`config.mk`:
```
export PLATFORM = sky130hd
export DESIGN_NAME = shift_word_receiver
export DESIGN_NICKNAME = d
export VERILOG_FILES = /design/src/rtl/shift_word_receiver.sv
export SDC_FILE = /design/constraint.sdc
export NUM_CORES = 1
export LEC_CHECK = 0
export CAP_MARGIN = 20
export CORE_AREA = 10 10 67 69
export CTS_CLUSTER_DIAMETER = 80
export DETAILED_ROUTE_END_ITERATION = 16
export DIE_AREA = 0 0 77 79
export DONT_BUFFER_PORTS = 1
export SETUP_SLACK_MARGIN = 0.5
export SYNTH_ARGS = -nofsm -noshare
export SYNTH_HDL_FRONTEND = slang
export SYNTH_SLANG_ARGS = --single-unit
```
`constraint.sdc`:
```
create_clock -name clk -period 6.57 [get_ports clk]
set_input_delay 1.6425 -clock clk [delete_from_list [all_inputs] [get_ports clk]]
set_output_delay 1.6425 -clock clk [all_outputs]
set_load 0.02 [all_outputs]
```
`src/rtl/shift_word_receiver.sv`:
```
`default_nettype none
// ============================================================================
// Module   : shift_word_receiver
// Purpose  : Samples the MSB of an upstream parallel-load/left-shift register
//            as a serial stream, rebuilds each WIDTH-bit word, counts its ones
//            and presents the result through a one-entry valid/ready buffer
//            with sticky overrun/abort flags.
// Revision : 1.0 - initial release
// ============================================================================
module shift_word_receiver #(
  parameter int WIDTH = 6,
  parameter int CW    = 3
) (
  input  logic             clk,
  input  logic             reset,
  input  logic             start,
  input  logic             sdin,
  input  logic             out_ready,
  input  logic             clear_err,
  output logic             out_valid,
  output logic [WIDTH-1:0] out_data,
  output logic [CW-1:0]    ones,
  output logic             busy,
  output logic             overrun,
  output logic             aborted
);

  localparam logic [0:0]    c_st_idle  = 1'b0;
  localparam logic [0:0]    c_st_shift = 1'b1;
  localparam logic [CW-1:0] c_last     = CW'(WIDTH - 1);

  logic [0:0]       r_state;
  logic [CW-1:0]    r_cnt;
  logic [WIDTH-1:0] r_sh;
  logic             r_out_valid;
  logic [WIDTH-1:0] r_out_data;
  logic [CW-1:0]    r_ones;
  logic             r_overrun;
  logic             r_aborted;

  logic [WIDTH-1:0] w_word;
  logic [CW-1:0]    w_pop;
  logic             w_shift;
  logic             w_done;
  logic             w_free;
  logic             w_load;
  logic             w_drop;
  logic             w_abort;

  // The word completed at this edge includes the bit being sampled now.
  assign w_word  = {r_sh[WIDTH-2:0], sdin};
  assign w_shift = (r_state == c_st_shift);
  assign w_done  = w_shift && (r_cnt == c_last);
  // A draining consumer frees the slot in the same edge a new word lands.
  assign w_free  = !r_out_valid || out_ready;
  assign w_load  = w_done && w_free;
  assign w_drop  = w_done && !w_free;
  assign w_abort = w_shift && start && !w_done;

  // Population count of the word being completed.
  always_comb begin
    w_pop = '0;
    for (int i = 0; i < WIDTH; i++) begin
      w_pop = w_pop + {{(CW-1){1'b0}}, w_word[i]};
    end
  end

  // Capture sequencing: start/restart, bit counting and word assembly.
  always_ff @(posedge clk or posedge reset) begin
    if (reset) begin
      r_state <= c_st_idle;
      r_cnt   <= '0;
      r_sh    <= '0;
    end else begin
      case (r_state)
        c_st_idle: begin
          if (start) begin
            r_state <= c_st_shift;
            r_cnt   <= '0;
          end
        end
        default: begin
          r_sh <= w_word;
          if (w_done) begin
            // A start on the completion edge chains the next word seamlessly.
            r_state <= start ? c_st_shift : c_st_idle;
            r_cnt   <= '0;
          end else if (start) begin
            r_cnt <= '0;
          end else begin
            r_cnt <= r_cnt + CW'(1);
          end
        end
      endcase
    end
  end

  // One-entry output buffer; data holds while empty.
  always_ff @(posedge clk or posedge reset) begin
    if (reset) begin
      r_out_valid <= 1'b0;
      r_out_data  <= '0;
      r_ones      <= '0;
    end else if (w_load) begin
      r_out_valid <= 1'b1;
      r_out_data  <= w_word;
      r_ones      <= w_pop;
    end else if (out_ready) begin
      r_out_valid <= 1'b0;
    end
  end

  // Sticky error flags; a set condition beats a simultaneous clear.
  always_ff @(posedge clk or posedge reset) begin
    if (reset) begin
      r_overrun <= 1'b0;
      r_aborted <= 1'b0;
    end else begin
      if (w_drop)         r_overrun <= 1'b1;
      else if (clear_err) r_overrun <= 1'b0;
      if (w_abort)        r_aborted <= 1'b1;
      else if (clear_err) r_aborted <= 1'b0;
    end
  end

  assign out_valid = r_out_valid;
  assign out_data  = r_out_data;
  assign ones      = r_ones;
  assign busy      = w_shift;
  assign overrun   = r_overrun;
  assign aborted   = r_aborted;

endmodule
`default_nettype wire

```
# --- Word level (Yosys, flattened, before mapping) ---
# Cells that the tools add are included.
totals:
  ff_bits: 21
  inputBits: 6
op_classes:
  add_sub_neg: 6
  n_eq_ne: 1
  muxes: 12
  reduce_logical: 13
ops:
  columns: ["operator", "n"]
  rows:
  - ["$mux W3", 4]
  - ["$add A3 B1 Y3", 3]
  - ["$mux W1", 8]
  - ["$reduce_bool A2 Y1", 4]
  - ["$logic_and A1 B1 Y1", 5]
  - ["$add A2 B1 Y3", 1]
  - ["$add A3 B1 Y3 const B", 1]
  - ["$eq A3 B3 Y1 const B", 1]
  - ["$logic_not A1 Y1", 3]
  - ["$add A1 B1 Y2", 1]
  - ["$logic_or A1 B1 Y1", 1]

# --- Depth between registers and ports, before layout ---
# Gate-level depths: netlist of run 1.
logic_depth:
  depth_word: 5
  ltp_mapped: 7

# --- Least setup slack after synthesis of run 1 ---
# Ideal clock, no wire load.
synth_timing:
  path_type: "in2reg"
  from: "input sdin"
  to: "register r_ones[1] (netlist: ones[1])"
  t_arrival_ns: 3.576
  required_time_ns: 6.443
  slack_ns: 2.866
  cell_stages: 7
  cell_sequence: "fa_1 inv_1 fa_1 inv_1 ha_1 fa_1 mux2_1"
synth_via:
  elab_chain_cells: 5
synth_rtl:
  columns: ["item", "line_no", "rtl"]
  rows:
  - ["from (decl)", "17", "input logic sdin,"]
  - ["$add A1 B1 Y2", "64", "w_pop = w_pop + {{(CW-1){1'b0}}, w_word[i]};"]
  - ["$add A2 B1 Y3", "64", null]
  - ["$add A3 B1 Y3 (3 in series)", "64", null]
  - ["named net w_pop[1]", "42", "logic [CW-1:0] w_pop;"]
  - ["to (signal assigned)", "107", "r_ones <= w_pop;"]
  - ["to (decl)", "37", "logic [CW-1:0] r_ones;"]
# The timed path passes the listed nets, and every way through them passes these cells.
# A chain may end at the register's enable or synchronous reset.

# --- Worst setup path in the final report of run 1 ---
# Same ends and word-level chain as after synthesis.

==> results of run 1 <==
-- how the worst max path moves through the flow --
stage               startpoint      end  slack (ps)  depth (start not counted)
floorplan                 sdin  ones[1]        2870                          7
global placement          sdin  ones[1]        2850                          7
detailed placement        sdin  ones[1]        2790                          7
CTS                       sdin  ones[1]        3170                          7
global route              sdin  ones[1]        3120                          7
finish                    sdin  ones[1]        3170                          7
-- per-stage QoR --
stage / instances / power [mW] / area [um^2]
after floorplan: 73 / 0.247 / 933
after global placement: 117 / 0.260 / 975
after detailed placement: 117 / 0.263 / 975
after CTS: 121 / 0.326 / 1000
after global routing: 121 / 0.343 / 1000
final: 121 / 0.318 / 1000
-- state kept, by name, indices dropped and copies added, names as in the netlist --
register	count
busy	1
aborted	1
r_cnt	3
ones	3
r_sh	5
out_data	6
out_valid	1
overrun	1
-- area by class of cell --
| type | count | area, um^2 |
|---|---|---|
| clock buffers | 3 | 22.5 |
| well taps | 46 | 57.6 |
| multi-input cells | 41 | 358 |
| inverters | 9 | 33.8 |
| fillers | 332 | 2230 |
| clock inverters | 1 | 5.00 |
| flip-flops and latches | 21 | 526 |
-- per-layer routing --
metal,track usage (%),vias to the layer above,share of wire (%)
li1,-,242,-
met1,5.94,256,40
met2,8.94,9,50
met3,2.48,2,8.7
met4,2.74,0,0.83
met5,0,-,0
-- synth_stat cells --
cell type,count,share of area [%]
dfrtp_1,21,56
buf_6,1,1.2
nand3b_1,1,0.80
o22ai_1,1,0.67
a21o_1,1,0.80
ha_1,3,4.0
o21ai_0,4,2.1
fa_1,3,6.4
nand2b_1,1,0.67
mux2_1,9,11
inv_1,9,3.6
nand2_1,5,2.0
nor2b_1,1,0.67
mux2i_1,2,2.1
buf_2,1,0.54
a21oi_1,3,1.6
nor2_1,2,0.80
nand3_1,2,1.1
mux2_2,3,3.6
-- power breakdown --
| part | switching (mW) | internal [mW] | leakage, nW |
|---|---|---|---|
| Clock | 0.0389 | 0.0227 | 0.0177 |
| Sequential | 0.0534 | 0.159 | 0.258 |
| Combinational | 0.0205 | 0.0239 | 0.206 |
-- kinds of logic after synthesis --
logic type / synth area share (%)
buffers and inverters: 5.36
AND/OR/NAND/NOR: 6.03
flip-flops: 56.3
adder cells (fa/ha/maj): 10.5
AO/OA/AOI/OAI: 5.23
multiplexers: 16.6
==> impl_metrics.json, run 1 <==
{
  "status": "finished, final reports clean",
  "r2r-end": "ones[1]",
  "cts_made_buffers": 3,
  "area_growth_pct": 7.37,
  "critPathMaxFanout": 3,
  "hold_path.class": "reg2reg",
  "antenna_left": 0,
  "r2r_cells": 7,
  "arrival_ps": 3600,
  "pin_count": 19,
  "avgSynthCellArea_um2": 12.8,
  "postLayoutCoreUtil_pct": 31.0,
  "leakagePower_nw": 0.482,
  "hold_viol": 0,
  "grt_pass1_vias": 545,
  "cts-resized-gates": 0,
  "min_path_cells": 1,
  "synth_cells": 73,
  "io_buffers": 0,
  "cpMostUsedCell": "fa_1",
  "timing.setup.tns_ps": 0,
  "min_to": "out_data[5]",
  "nets": 88,
  "critical-path-max-stage-delay_ps": 520,
  "clk_pin_slew_ps": 130,
  "start_kind": "input pin",
  "r2r_slack_ps": 4070,
  "layout_common_cells": "dfrtp_1 (21), inv_1 (9), mux2_1 (9)",
  "clkSinkCount": 21,
  "wirelength_mm": 1.56,
  "n_antenna_cell": 0,
  "drv_slew": 0,
  "grtUsageTotal_pct": 5.47,
  "htreeDepth": 1,
  "num_rows": 21,
  "die_w_um": 77,
  "dieArea_mm2": 0.00608,
  "min_period_over_period_pct": 51.7,
  "dr_total_vias": 509,
  "ys_seq_area_share_pct": 56.3,
  "max_freq_mhz": 294,
  "min-delay-start": "r_sh[4]",
  "syn-num-nets": 85,
  "cts_max_path_buffers": 2,
  "worst_slew_pin_slew_ps": 809,
  "overflow": 0,
  "yosysUniqueCellTypes": 19,
  "final_common_cell": "dfrtp_1",
  "end_kind": "flop",
  "slew_headroom_pct": 46.0,
  "path_buf_inv": 2,
  "drive_above_1_share_pct": 9.33,
  "setup_viol": 0,
  "drv_cap": 0,
  "cts_root_buf": "clkbuf_4",
  "vias_per_cell": 4.21,
  "min_period_ps": 3400,
  "syn_area_um2": 933,
  "wl_per_cell_um": 12.9,
  "cts_tree": "yes",
  "initial_core_util_pct": 28.9,
  "hold_ws_ps": 518,
  "criticalPathCategory": "in2reg",
  "grt_max_degree": 22,
  "slowest_stage": "fa_1",
  "cp_cell_sequence": "fa_1 > inv_1 > fa_1 > inv_1 > ha_1 > fa_1 > mux2_1",
  "antenna_found_initial": 0,
  "hpwl_mm": 1.22,
  "finClkSkew_ps": 18.0,
  "yosysWarnings": 0,
  "critPathRequiredTime_ps": 6780,
  "layout_setup_ws_ps": 3170,
  "worst_path_dominant_cell_family": "adder cells",
  "first_pass_iters": 2,
  "powerDensity_mw_per_mm2": 317,
  "hold_buffers": 0,
  "max-vdd-ir-drop_mv": 0.0557,
  "drc_errors": 0,
  "clk_latency_ps": 310,
  "synth-seq-cells": 21,
  "post_cts_buffers": 0,
  "grt_pass1_wl_mm": 2.73,
  "die_h_um": 79,
  "pre_cts_ws_ps": 2790,
  "drtIter0Drc": 18,
  "core-area_mm2": 0.00323,
  "gp_congestion": 0.751,
  "rsz0062_at_grt": "no",
  "timing.rr.start": "r_sh[0]"
}
(Power assumes the default switching activity.)
==> run 2: changes to the inputs <==
==> constraint.sdc (replaced) <==
create_clock -name clk -period 3 [get_ports clk]
set_input_delay 0.75 -clock clk [delete_from_list [all_inputs] [get_ports clk]]
set_output_delay 0.75 -clock clk [all_outputs]
set_load 0.02 [all_outputs]
==> run 2 against run 1 <==
Net effect:
- first-iteration DRC count is 33% higher
- combinational power grew to 2.6 times the previous value
- core utilization is 1.0 points higher
- sequential share of layout area is 1.7 points lower
- worst setup slack worse by 2700 ps
- clock power is 110% higher
- final cell count is 2.5% higher
- critical path depth stayed put
- design area is 3.4% higher
- power is 120% higher
- die area stayed put
- highest routed layer unchanged
==> impl_metrics.json, run 2 (synthesis gave the netlist of run 1 again) <==
{
  "timing.setup.tns_ps": 0,
  "die_w_um": 77,
  "drv_cap": 0,
  "grtUsageTotal_pct": 5.87,
  "critPathMaxFanout": 3,
  "cts_root_buf": "clkbuf_4",
  "layout_setup_ws_ps": 498,
  "max_freq_mhz": 400,
  "worst_slew_pin_slew_ps": 774,
  "powerDensity_mw_per_mm2": 690,
  "pre_cts_ws_ps": 207,
  "area_growth_pct": 11.0,
  "wirelength_mm": 1.68,
  "arrival_ps": 2690,
  "drv_slew": 0,
  "dp.cells": 119,
  "end_kind": "flop",
  "first_pass_iters": 2,
  "cts_tree": "yes",
  "routed.top_layer": "met4",
  "grt_pass1_vias": 582,
  "drtIter0Drc": 24,
  "met1_length_um": 588,
  "criticalPathCategory": "in2reg",
  "critPathRequiredTime_ps": 3190,
  "grt_pass1_wl_mm": 2.85,
  "vias_per_cell": 4.31,
  "cp_cell_sequence": "fa_1 > inv_1 > fa_1 > inv_1 > ha_2 > fa_2 > mux2_4",
  "dieArea_mm2": 0.00608,
  "layout_common_cells": "dfrtp_1 (21), inv_1 (9), mux2_1 (7)",
  "pin_count": 19,
  "setup_viol": 0,
  "critical-path-max-stage-delay_ps": 520,
  "fin_cells": 124,
  "slew_headroom_pct": 48.3,
  "min_period_ps": 2500,
  "min_period_over_period_pct": 83.4,
  "die_h_um": 79,
  "finClkSkew_ps": 2.79,
  "met3_length_um": 163,
  "hold_viol": 0,
  "slowest_stage": "fa_1",
  "antenna_left": 0,
  "core-area_mm2": 0.00323,
  "initial_core_util_pct": 28.9,
  "start_kind": "input pin",
  "leakagePower_nw": 0.496,
  "largest_reg_flops": 6,
  "fin_area_mm2": 0.00104,
  "io_buffers": 0,
  "drc_errors": 0,
  "dr_wl_met2_um": 907,
  "htreeDepth": 1,
  "dr_total_vias": 534,
  "antenna_found_initial": 0,
  "status": "finished, final reports clean",
  "clkSinkCount": 21,
  "post_dp_cell_area_mm2": 0.00100,
  "cts_made_buffers": 3,
  "num_rows": 21,
  "clk_pin_slew_ps": 110,
  "gp_congestion": 0.669,
  "cts_max_path_buffers": 2,
  "drive_above_1_share_pct": 16.7,
  "nets": 91,
  "grt_max_degree": 22,
  "max-vdd-ir-drop_mv": 0.119,
  "wl_per_cell_um": 13.6,
  "hold_path.class": "in2async",
  "hpwl_mm": 1.29,
  "clk_latency_ps": 290,
  "overflow": 0,
  "n_antenna_cell": 0,
  "rsz0062_at_grt": "yes",
  "hold_buffers": 0,
  "final_common_cell": "dfrtp_1"
}
-- run 2: critical path, delay by kind of cell --
family / cells / cell delay, ps
adders and majority gates: 4 / 1570
buffers and inverters: 2 / 90
muxes: 1 / 260
-- run 2: area by class of cell --
type | count | area, um^2
flip-flops and latches | 21 | 526
repair buffers | 3 | 22.5
multi-input cells | 41 | 370
inverters | 9 | 33.8
well taps | 46 | 57.6
clock buffers | 4 | 26.3
fillers | 344 | 2200
-- run 2: routing by layer --
layer	global-route usage, %	up-vias
met1	5.19	273
li1	-	249
met2	10.5	10
met3	2.82	2
met4	3.83	0
met5	0	-
-- run 2: final timing paths --
kind | from | to | slack (ps) | cells past startpoint
setup reg to reg | r_sh[0] | ones[1] | 530 | 7
min in group clk | r_sh[4] | out_data[5] | 500 | 1
hold reg to reg | r_sh[4] | out_data[5] | 500 | 1
setup / recovery | sdin | ones[1] | 500 | 7
hold / removal | reset | r_cnt[1] | 470 | 1
max in group asynchronous | reset | r_sh[0] | 2040 | 1
-- run 2: power by group --
| group | leakage, nW | switching [mW] | internal [mW] |
|---|---|---|---|
| logic | 0.223 | 0.0509 | 0.0662 |
| registers | 0.258 | 0.120 | 0.348 |
| clock network | 0.0150 | 0.0783 | 0.0517 |
| total | 0.496 | 0.249 | 0.466 |
-- run 2: per-stage QoR --
stage          total power [mW]  hold slack (ps)  utilization, %
2_1_floorplan             0.556              464               -
3_3_place_gp              0.590              474            31.0
3_5_place_dp              0.597              476            31.0
4_1_cts                   0.731              490            32.1
5_1_grt                   0.768              474            32.1
6_report                  0.715              473            32.1
-- run 2: what timing repair did --
item,in CTS,in global routing
gates cloned,0,0
gates resized for setup,0,0
setup endpoints to repair,1,1
buffers inserted,1,0
pin swaps,2,0
